--- config.mk ---
export PLATFORM = sky130hd
export DESIGN_NAME = pe_colsum_sequencer_flat
export DESIGN_NICKNAME = d
export VERILOG_FILES = /design/src/rtl/pe_colsum_sequencer_if.sv /design/src/rtl/pe_colsum_sequencer.sv /design/src/flat_wrapper.sv
export SDC_FILE = /design/constraint.sdc
export NUM_CORES = 1
export LEC_CHECK = 0
export CELL_PAD_IN_SITES_DETAIL_PLACEMENT = 1
export CELL_PAD_IN_SITES_GLOBAL_PLACEMENT = 1
export CORE_ASPECT_RATIO = 1.4
export CORE_MARGIN = 2
export CORE_UTILIZATION = 30
export CTS_CLUSTER_DIAMETER = 60
export DETAILED_ROUTE_END_ITERATION = 7
export PLACE_DENSITY = 0.7
export SYNTH_ARGS = -nofsm -noshare
export SYNTH_HDL_FRONTEND = slang
export SYNTH_SLANG_ARGS = --single-unit
--- constraint.sdc ---
create_clock -name clk -period 5.9 [get_ports clk]
set_input_delay 1.18 -clock clk [delete_from_list [all_inputs] [get_ports clk]]
set_output_delay 1.18 -clock clk [all_outputs]
set_load 0.03 [all_outputs]
--- src/rtl/pe_colsum_sequencer_if.sv ---
// PE-row partial-sum input and output-pixel stream of one PE column sequencer.
// Latency/backpressure are set by the attached sequencer; this only groups the handshake signals.
interface pe_colsum_sequencer_if #(
  parameter int IN_W  = 11,
  parameter int OUT_W = 8
);
  logic signed [IN_W-1:0] i_pe_row;
  logic                   i_pe_valid;
  logic                   o_pe_ready;
  logic [OUT_W-1:0]       o_pix;
  logic                   o_pix_valid;
  logic                   i_pix_ready;
  logic                   o_pix_last;

  modport master (
    output i_pe_row, i_pe_valid, i_pix_ready,
    input  o_pe_ready, o_pix, o_pix_valid, o_pix_last
  );

  modport slave (
    input  i_pe_row, i_pe_valid, i_pix_ready,
    output o_pe_ready, o_pix, o_pix_valid, o_pix_last
  );
endinterface

--- src/rtl/pe_colsum_sequencer.sv ---
// Sums three signed PE row partials per pixel, clamps to OUT_W bits, counts pixels per line.
// Pixel valid the cycle after the 3rd row beat; row input is stalled while a pixel waits for ready.
module pe_colsum_sequencer #(
  parameter int IN_W     = 11,
  parameter int OUT_W    = 8,
  parameter int LINE_PIX = 640,
  parameter int CNT_W    = 10
) (
  input  logic                 clk,
  input  logic                 rst,
  input  logic                 i_start,
  pe_colsum_sequencer_if.slave pe,
  output logic                 o_busy,
  output logic                 o_done
);
  localparam int ACC_W = IN_W + 2;

  localparam logic [2:0] S_IDLE = 3'd0;
  localparam logic [2:0] S_ROW1 = 3'd1;
  localparam logic [2:0] S_ROW2 = 3'd2;
  localparam logic [2:0] S_ROW3 = 3'd3;
  localparam logic [2:0] S_OUT  = 3'd4;
  localparam logic [2:0] S_DONE = 3'd5;

  localparam logic [CNT_W-1:0] LAST_IDX = CNT_W'(LINE_PIX - 1);

  logic [2:0]              state;
  logic signed [ACC_W-1:0] acc;
  logic signed [ACC_W-1:0] row_ext;
  logic signed [ACC_W-1:0] sum;
  logic [CNT_W-1:0]        pix_cnt;
  logic [OUT_W-1:0]        pix_q;
  logic [OUT_W-1:0]        pix_sat;
  logic                    in_row;
  logic                    beat;
  logic                    last;

  assign in_row  = (state == S_ROW1) || (state == S_ROW2) || (state == S_ROW3);
  assign beat    = in_row && pe.i_pe_valid;
  assign row_ext = {{2{pe.i_pe_row[IN_W-1]}}, pe.i_pe_row};
  assign sum     = acc + row_ext;
  assign last    = (pix_cnt == LAST_IDX);

  // Negative sums clamp to zero; any magnitude bit above OUT_W clamps to full scale.
  always_comb begin
    pix_sat = sum[OUT_W-1:0];
    if (sum[ACC_W-1]) begin
      pix_sat = '0;
    end else if (|sum[ACC_W-2:OUT_W]) begin
      pix_sat = '1;
    end
  end

  always_ff @(posedge clk) begin
    if (rst) begin
      state   <= S_IDLE;
      acc     <= '0;
      pix_cnt <= '0;
      pix_q   <= '0;
    end else begin
      case (state)
        S_IDLE: begin
          if (i_start) begin
            state   <= S_ROW1;
            pix_cnt <= '0;
          end
        end
        S_ROW1: begin
          if (beat) begin
            acc   <= row_ext;
            state <= S_ROW2;
          end
        end
        S_ROW2: begin
          if (beat) begin
            acc   <= sum;
            state <= S_ROW3;
          end
        end
        S_ROW3: begin
          if (beat) begin
            pix_q <= pix_sat;
            state <= S_OUT;
          end
        end
        S_OUT: begin
          if (pe.i_pix_ready) begin
            if (last) begin
              state <= S_DONE;
            end else begin
              pix_cnt <= pix_cnt + 1'b1;
              state   <= S_ROW1;
            end
          end
        end
        S_DONE: begin
          pix_cnt <= '0;
          state   <= S_IDLE;
        end
        default: state <= S_IDLE;
      endcase
    end
  end

  assign pe.o_pe_ready  = in_row;
  assign pe.o_pix       = pix_q;
  assign pe.o_pix_valid = (state == S_OUT);
  assign pe.o_pix_last  = (state == S_OUT) && last;
  assign o_busy         = (state != S_IDLE);
  assign o_done         = (state == S_DONE);
endmodule
--- src/flat_wrapper.sv ---
// flat-port wrapper written by rule: the top's interface ports become plain ports
module pe_colsum_sequencer_flat 
#(
  parameter int IN_W     = 11,
  parameter int OUT_W    = 8,
  parameter int LINE_PIX = 640,
  parameter int CNT_W    = 10
)
  (clk, rst, i_start, o_busy, o_done, pe_i_pe_row, pe_i_pe_valid, pe_i_pix_ready, pe_o_pe_ready, pe_o_pix, pe_o_pix_valid, pe_o_pix_last);
  pe_colsum_sequencer_if #(.IN_W(IN_W), .OUT_W(OUT_W)) pe_i ();
  input  logic clk;
  input  logic rst;
  input  logic i_start;
  output logic o_busy;
  output logic o_done;
  input wire logic [$bits(pe_i.i_pe_row)-1:0] pe_i_pe_row;
  input wire logic [$bits(pe_i.i_pe_valid)-1:0] pe_i_pe_valid;
  input wire logic [$bits(pe_i.i_pix_ready)-1:0] pe_i_pix_ready;
  output wire logic [$bits(pe_i.o_pe_ready)-1:0] pe_o_pe_ready;
  output wire logic [$bits(pe_i.o_pix)-1:0] pe_o_pix;
  output wire logic [$bits(pe_i.o_pix_valid)-1:0] pe_o_pix_valid;
  output wire logic [$bits(pe_i.o_pix_last)-1:0] pe_o_pix_last;
  assign pe_i.i_pe_row = pe_i_pe_row;
  assign pe_i.i_pe_valid = pe_i_pe_valid;
  assign pe_i.i_pix_ready = pe_i_pix_ready;
  assign pe_o_pe_ready = pe_i.o_pe_ready;
  assign pe_o_pix = pe_i.o_pix;
  assign pe_o_pix_valid = pe_i.o_pix_valid;
  assign pe_o_pix_last = pe_i.o_pix_last;
  pe_colsum_sequencer #(.IN_W(IN_W), .OUT_W(OUT_W), .LINE_PIX(LINE_PIX), .CNT_W(CNT_W)) u_core (.clk(clk), .rst(rst), .i_start(i_start), .pe(pe_i), .o_busy(o_busy), .o_done(o_done));
endmodule
==> impl_metrics.env, run 1 <==
export IMPL_status="finished clean"
export IMPL_p_per_area_mw_per_mm2=299.5
export IMPL_ys_flop_type="dfxtp_1"
export IMPL_hold_start="u_core.pe.o_pix[4]$_SDFFE_PP0P_"
export IMPL_setup_ws_ps=2161
export IMPL_rr_endpoint="u_core.pe.o_pix[7]$_SDFFE_PP0P_"
export IMPL_start_kind="input port"
export IMPL_tns_ps=0
export IMPL_grt_usage_pct=15.07
export IMPL_clkLatencyLatePin_ps=290
export IMPL_post_place_ws_ps=1851
export IMPL_yosysMostFrequentCell="dfxtp_1"
export IMPL_regToRegSetupSlack_ps=3210
export IMPL_grt_pass1_vias=2170
export IMPL_required_ps=6090
export IMPL_dp_hpwl_um=4634
export IMPL_cts_root_buf="clkbuf_8"
export IMPL_yosysTopAreaCell="dfxtp_1"
export IMPL_slew_viol_final=0
export IMPL_grt_pass1_wl_um=10010
export IMPL_synth_distinct_cells=53
export IMPL_io_pins=29
export IMPL_rsz0062_at_grt="no"
export IMPL_regArea_sq_um=680.7
export IMPL_wire_per_inst_um=14.98
export IMPL_finalSetupViolations=0
export IMPL_dr_pass1_iters=6
export IMPL_drt_iter0_drc=77
export IMPL_finalHoldViolCount=0
export IMPL_vias=2089
export IMPL_drt_wl_total_um=5934
export IMPL_grt_ovfl_total=0
export IMPL_finalCritPeriodShare_pct=63.38
export IMPL_antenna_found_initial=0
export IMPL_critical_path_arrival_ps=3930
export IMPL_cts_buffer_depth=2
export IMPL_cts_buffers=5
export IMPL_yosys_area_top_type_share_pct=30.51
export IMPL_reg2reg_from="u_core.acc[0]$_SDFFE_PP0P_"
export IMPL_min_path_type="reg -> reg"
export IMPL_yosysSeqAreaShare_pct=30.51
export IMPL_initial_core_util_pct=30.69
export IMPL_syn_avg_cell_area_sq_um=8.142
export IMPL_diodes=0
export IMPL_synth_common_cells="dfxtp_1 (34), nand2_1 (29), nor2_1 (27)"
export IMPL_postCtsHoldBufs=0
export IMPL_drive_gt1_share_pct=5.017
export IMPL_coreArea_sq_mm=0.007268
export IMPL_io_buffers=28
export IMPL_nets=328
export IMPL_fmax_mhz=267.4
export IMPL_period_minus_slack_ps=3740
export IMPL_synthCells=274
export IMPL_nFillCells=907
export IMPL_synth_area_leaders="dfxtp_1 (31%), ha_1 (7.3%), nand2_1 (4.9%)"
export IMPL_synth_edff_count=0
export IMPL_worst_clock_skew_ps=8.351
export IMPL_synth_warnings=0
export IMPL_ant_nets=0
export IMPL_dieArea_sq_mm=0.008152
export IMPL_syn_num_nets=304
export IMPL_multi_input_comb_area_sq_mm=0.001469
export IMPL_viasPerCell=5.275
export IMPL_fp_dieW_um=76.88
export IMPL_ys_ff_latch=34
export IMPL_cts_setup_buffers=0
export IMPL_area_delta_synth_final_pct=20.47
export IMPL_routabilityCongestion=0.7764
export IMPL_clkSlewWorstSetupHoldPaths_ps=70
export IMPL_cts_htree_levels=2
export IMPL_cts_tree="yes"
export IMPL_cap_violations=0
export IMPL_irDropWorstVdd_mv=0.1132
export IMPL_clock_sinks=34
export IMPL_ys_async_sr_fraction_pct=0
export IMPL_grt_max_degree=24
export IMPL_rr_worst_depth=10
export IMPL_cp_end_kind="flip-flop"
export IMPL_critical_path_max_fanout=8
export IMPL_hold_end="u_core.pe.o_pix[4]$_SDFFE_PP0P_"
export IMPL_slew_headroom_pct=42.92
export IMPL_netlist_area_sq_mm=0.002231
export IMPL_leakagePower_nw=1.129
export IMPL_rows=37
export IMPL_crit_type="in -> reg"
export IMPL_hold_depth=1
export IMPL_cts_resized=0
export IMPL_worst_pin_slew_ps=856.1
export IMPL_drcViolationCount=0
export IMPL_die_h_um=106.0
## stage by stage
step / power, mW / area, sq um / std cells / util [%] / hold WS, ps
after floorplan: 0.5149 / 2231 / 274 / - / 448.6
after global placement: 0.5899 / 2581 / 388 / 35.51 / 433.8
after detailed placement: 0.5996 / 2581 / 388 / 35.51 / 444.7
after CTS: 0.8165 / 2688 / 396 / 36.98 / 462.2
after global routing: 0.8633 / 2688 / 396 / 36.98 / 478.2
final: 0.8051 / 2688 / 396 / 36.98 / 458.2
## worst max path at each step
stage / startpoint / endpoint / slack [ps] / cells past startpoint
2_1_floorplan: pe_i_pe_row[0] / u_core.pe.o_pix[0]$_SDFFE_PP0P_ / 2580 / 10
3_3_place_gp: pe_i_pe_row[0] / u_core.pe.o_pix[1]$_SDFFE_PP0P_ / 1910 / 11
3_5_place_dp: pe_i_pe_row[0] / u_core.pe.o_pix[6]$_SDFFE_PP0P_ / 1850 / 11
4_1_cts: pe_i_pe_row[0] / u_core.pe.o_pix[6]$_SDFFE_PP0P_ / 2150 / 11
5_1_grt: pe_i_pe_row[0] / u_core.pe.o_pix[6]$_SDFFE_PP0P_ / 1880 / 11
6_report: pe_i_pe_row[0] / u_core.pe.o_pix[7]$_SDFFE_PP0P_ / 2160 / 11
## cell usage in the layout, fill, tap and decap left out, drive strengths merged, types with 8 or more instances in the layout
cell type      netlist  routed
a21o                14      14
clkdlybuf4s50        0      28
o211ai               8       8
o21ai               13      13
xor2                12      12
inv                  8       8
nor2                28      28
dfxtp               34      34
ha                  13      13
a31oi               10      10
a21oi               18      18
nand2               30      30
## routing by layer
layer,share of wire (%),track usage [%]
met1,43,16.25
met2,53,28.70
met3,2.9,3.226
met4,0.49,4.935
met5,0,0
## where the power goes
group          switching, mW  total, mW  internal [mW]
Clock                 0.0860      0.212          0.126
Combinational          0.194      0.318          0.124
Sequential            0.0211      0.274          0.253
Total                  0.302      0.805          0.504
## registers in the layout (all words and copies together) (netlist names)
register,cells
u_core.state,3
u_core.pe.o_pix,8
u_core.pix_cnt,10
u_core.acc,13
## worst max-delay path, cell delays in order
cell and delay (ps):
clkdlybuf4s50_1 440, ha_1 240, inv_1 70, fa_1 200, nor2b_1 70, o2111ai_1 220, nand2_1 150, or4_4 550
a311oi_4 460, a31oi_1 150, a21o_1 180
## kinds of logic (layout without fill, tap and decap cells)
logic type,Yosys count,count (layout),share of synthesized area (%)
XOR/XNOR,16,16,6.281
flip-flops,34,34,30.51
buffers and inverters,19,44,3.646
AND/OR/NAND/NOR,105,105,24.06
AO/OA/AOI/OAI,83,83,25.91
multiplexers,3,3,1.402
adder cells (fa/ha/maj),14,14,8.189
## layout make-up
| cell class | count | area share (%) |
|---|---|---|
| clock buffer | 7 | 2.840 |
| sequential | 34 | 25.33 |
| tap | 97 | 4.516 |
| multi-input combinational | 221 | 54.66 |
| timing repair buffer | 28 | 10.43 |
| inverter | 8 | 1.117 |
| clock inverter | 1 | 1.117 |
(Power assumes the default switching activity.)
==> run 2: changes to the inputs <==
Clock period 5.9 ns to 3.8 ns, I/O delays scaled along.
==> impl_metrics.env, run 2 (same netlist as run 1, synthesis figures left out) <==
export IMPL_status="finished clean"
export IMPL_layout_commonest_cell="dfxtp_1"
export IMPL_slew_viol_final=0
export IMPL_power_total_mw=1.192
export IMPL_area_delta_synth_final_pct=20.42
export IMPL_postCtsHoldBufs=0
export IMPL_clkSlewWorstSetupHoldPaths_ps=70
export IMPL_leakagePower_nw=1.133
export IMPL_rr_worst_depth=10
export IMPL_cts_htree_levels=2
export IMPL_worst_clock_skew_ps=4.969
export IMPL_clock_sinks=34
export IMPL_cts_resized=0
export IMPL_min_path_type="reg -> reg"
export IMPL_tns_ps=0
export IMPL_grt_ovfl_total=0
export IMPL_io_pins=29
export IMPL_regToRegSetupSlack_ps=1090
export IMPL_critical_path_max_fanout=8
export IMPL_largest_reg_flops=13
export IMPL_viasPerCell=5.254
export IMPL_rows=37
export IMPL_ant_nets=0
export IMPL_period_minus_slack_ps=3324
export IMPL_cpMaxStageDelayCell="or4_4"
export IMPL_clkLatencyLatePin_ps=280
export IMPL_fp_dieW_um=76.88
export IMPL_initial_core_util_pct=30.69
export IMPL_routabilityCongestion=0.7701
export IMPL_required_ps=3980
export IMPL_worst_pin_slew_ps=876.5
export IMPL_regMostFlops="u_core.acc"
export IMPL_grt_max_degree=24
export IMPL_wl_met1_um=2467
export IMPL_hold_ws_ps=452.0
export IMPL_fmax_mhz=300.8
export IMPL_cts_tree="yes"
export IMPL_rr_endpoint="u_core.pe.o_pix[2]$_SDFFE_PP0P_"
export IMPL_grt_usage_pct=15.47
export IMPL_dieArea_sq_mm=0.008152
export IMPL_vias=2086
export IMPL_drive_gt1_share_pct=6.000
export IMPL_top_layer_used="met4"
export IMPL_cts_setup_buffers=0
export IMPL_coreArea_sq_mm=0.007268
export IMPL_grt_pass1_vias=2193
export IMPL_cts_buffer_depth=2
export IMPL_finalSetupViolations=0
export IMPL_startpoint="pe_i_pe_row[0]"
export IMPL_dp_hpwl_um=4541
export IMPL_multi_input_comb_area_sq_mm=0.001469
export IMPL_place_area_sq_mm=0.002604
export IMPL_met3_length_um=129
export IMPL_drt_iter0_drc=43
export IMPL_irDropWorstVdd_mv=0.1860
export IMPL_finalCritPeriodShare_pct=87.48
export IMPL_io_buffers=28
export IMPL_reg2reg_from="u_core.acc[0]$_SDFFE_PP0P_"
export IMPL_finalInstanceArea_sq_mm=0.002686
export IMPL_start_kind="input port"
export IMPL_wl_met2_um=3178
export IMPL_nFillCells=897
export IMPL_diodes=0
export IMPL_regArea_sq_um=680.7
export IMPL_setup_worst_path_end="u_core.pe.o_pix[2]$_SDFFE_PP0P_"
export IMPL_cts_buffers=5
export IMPL_slowest_delay_ps=560
export IMPL_crit_chain="clkdlybuf4s50_1 > ha_1 > inv_1 > fa_1 > nor2b_1 > o2111ai_1 > nand2_1 > or4_4 > a311oi_4 > a31oi_1 > a21o_1"
export IMPL_slew_headroom_pct=41.56
export IMPL_cp_end_kind="flip-flop"
export IMPL_rsz0062_at_grt="no"
export IMPL_cts_root_buf="clkbuf_8"
export IMPL_drt_wl_total_um=5844
export IMPL_crit_type="in -> reg"
export IMPL_grt_pass1_wl_um=10340
export IMPL_drcViolationCount=0
export IMPL_nets=331
export IMPL_die_h_um=106.0
export IMPL_finalHoldViolCount=0
export IMPL_dr_pass1_iters=4
export IMPL_wire_per_inst_um=14.72
export IMPL_p_per_area_mw_per_mm2=443.9
export IMPL_final_cell_mix="dfxtp_1 (34), nand2_1 (29), clkdlybuf4s50_1 (28)"
export IMPL_cap_violations=0
export IMPL_critical_path_arrival_ps=3510
export IMPL_antenna_found_initial=0
## run 2: changes by cell type in the layout (fill, tap and decap cells not counted), sizes merged
cell | previous run | this run
buf | 0 | 3
bufinv | 1 | 0
clkbuf | 7 | 6
## run 2: how the worst min path moves through the flow
stage / from / endpoint / slack [ps] / cells past startpoint
floorplan: u_core.acc[1]$_SDFFE_PP0P_ / u_core.acc[1]$_SDFFE_PP0P_ / 450 / 2
global placement: u_core.pe.o_pix[5]$_SDFFE_PP0P_ / u_core.pe.o_pix[5]$_SDFFE_PP0P_ / 430 / 1
detailed placement: u_core.pe.o_pix[7]$_SDFFE_PP0P_ / u_core.pe.o_pix[7]$_SDFFE_PP0P_ / 440 / 1
CTS: u_core.pe.o_pix[7]$_SDFFE_PP0P_ / u_core.pe.o_pix[7]$_SDFFE_PP0P_ / 460 / 1
global route: u_core.pe.o_pix[4]$_SDFFE_PP0P_ / u_core.pe.o_pix[4]$_SDFFE_PP0P_ / 480 / 1
finish: u_core.pe.o_pix[4]$_SDFFE_PP0P_ / u_core.pe.o_pix[4]$_SDFFE_PP0P_ / 450 / 1
## run 2: final cells by class
cell class | count | share of cell area [%]
sequential | 34 | 25.34
timing repair buffer | 31 | 11.27
tap | 97 | 4.518
inverter | 8 | 1.118
clock buffer | 6 | 3.074
multi-input combinational | 221 | 54.68
## run 2: stage by stage
step	setup slack (ps)	util (%)	std cells
after floorplan	896.7	-	274
after global placement	253.2	35.82	391
after detailed placement	155.1	35.82	391
after CTS	462.5	36.96	397
after global routing	304.0	36.96	397
final	475.6	36.96	397
## run 2: per-layer routing
metal,track usage (%),vias to the layer above
met5,0,-
met4,4.286,0
met3,2.292,7
met2,30.51,26
met1,16.75,1010
li1,-,1043
## run 2: report_power, final
part | internal [mW] | switching, mW
sequential | 0.393 | 0.0322
combinational | 0.199 | 0.301
clock | 0.140 | 0.128
## run 2: worst max-delay path: cells and delay by family
kind | cells | cell delay, ps
AO/OA/AOI/OAI | 4 | 1040
AND/OR/NAND/NOR | 3 | 780
buffers and inverters | 2 | 490
adder cells (fa/ha/maj) | 2 | 440
==> run 3: changes to the inputs <==
Settings changed: CTS_BUF_LIST from default to sky130_fd_sc_hd__clkbuf_4 sky130_fd_sc_hd__clkbuf_8, SETUP_SLACK_MARGIN from default to 0.05.
==> results of run 3 <==
Same layout as run 2: the final DEF is identical, and so are final timing and power.
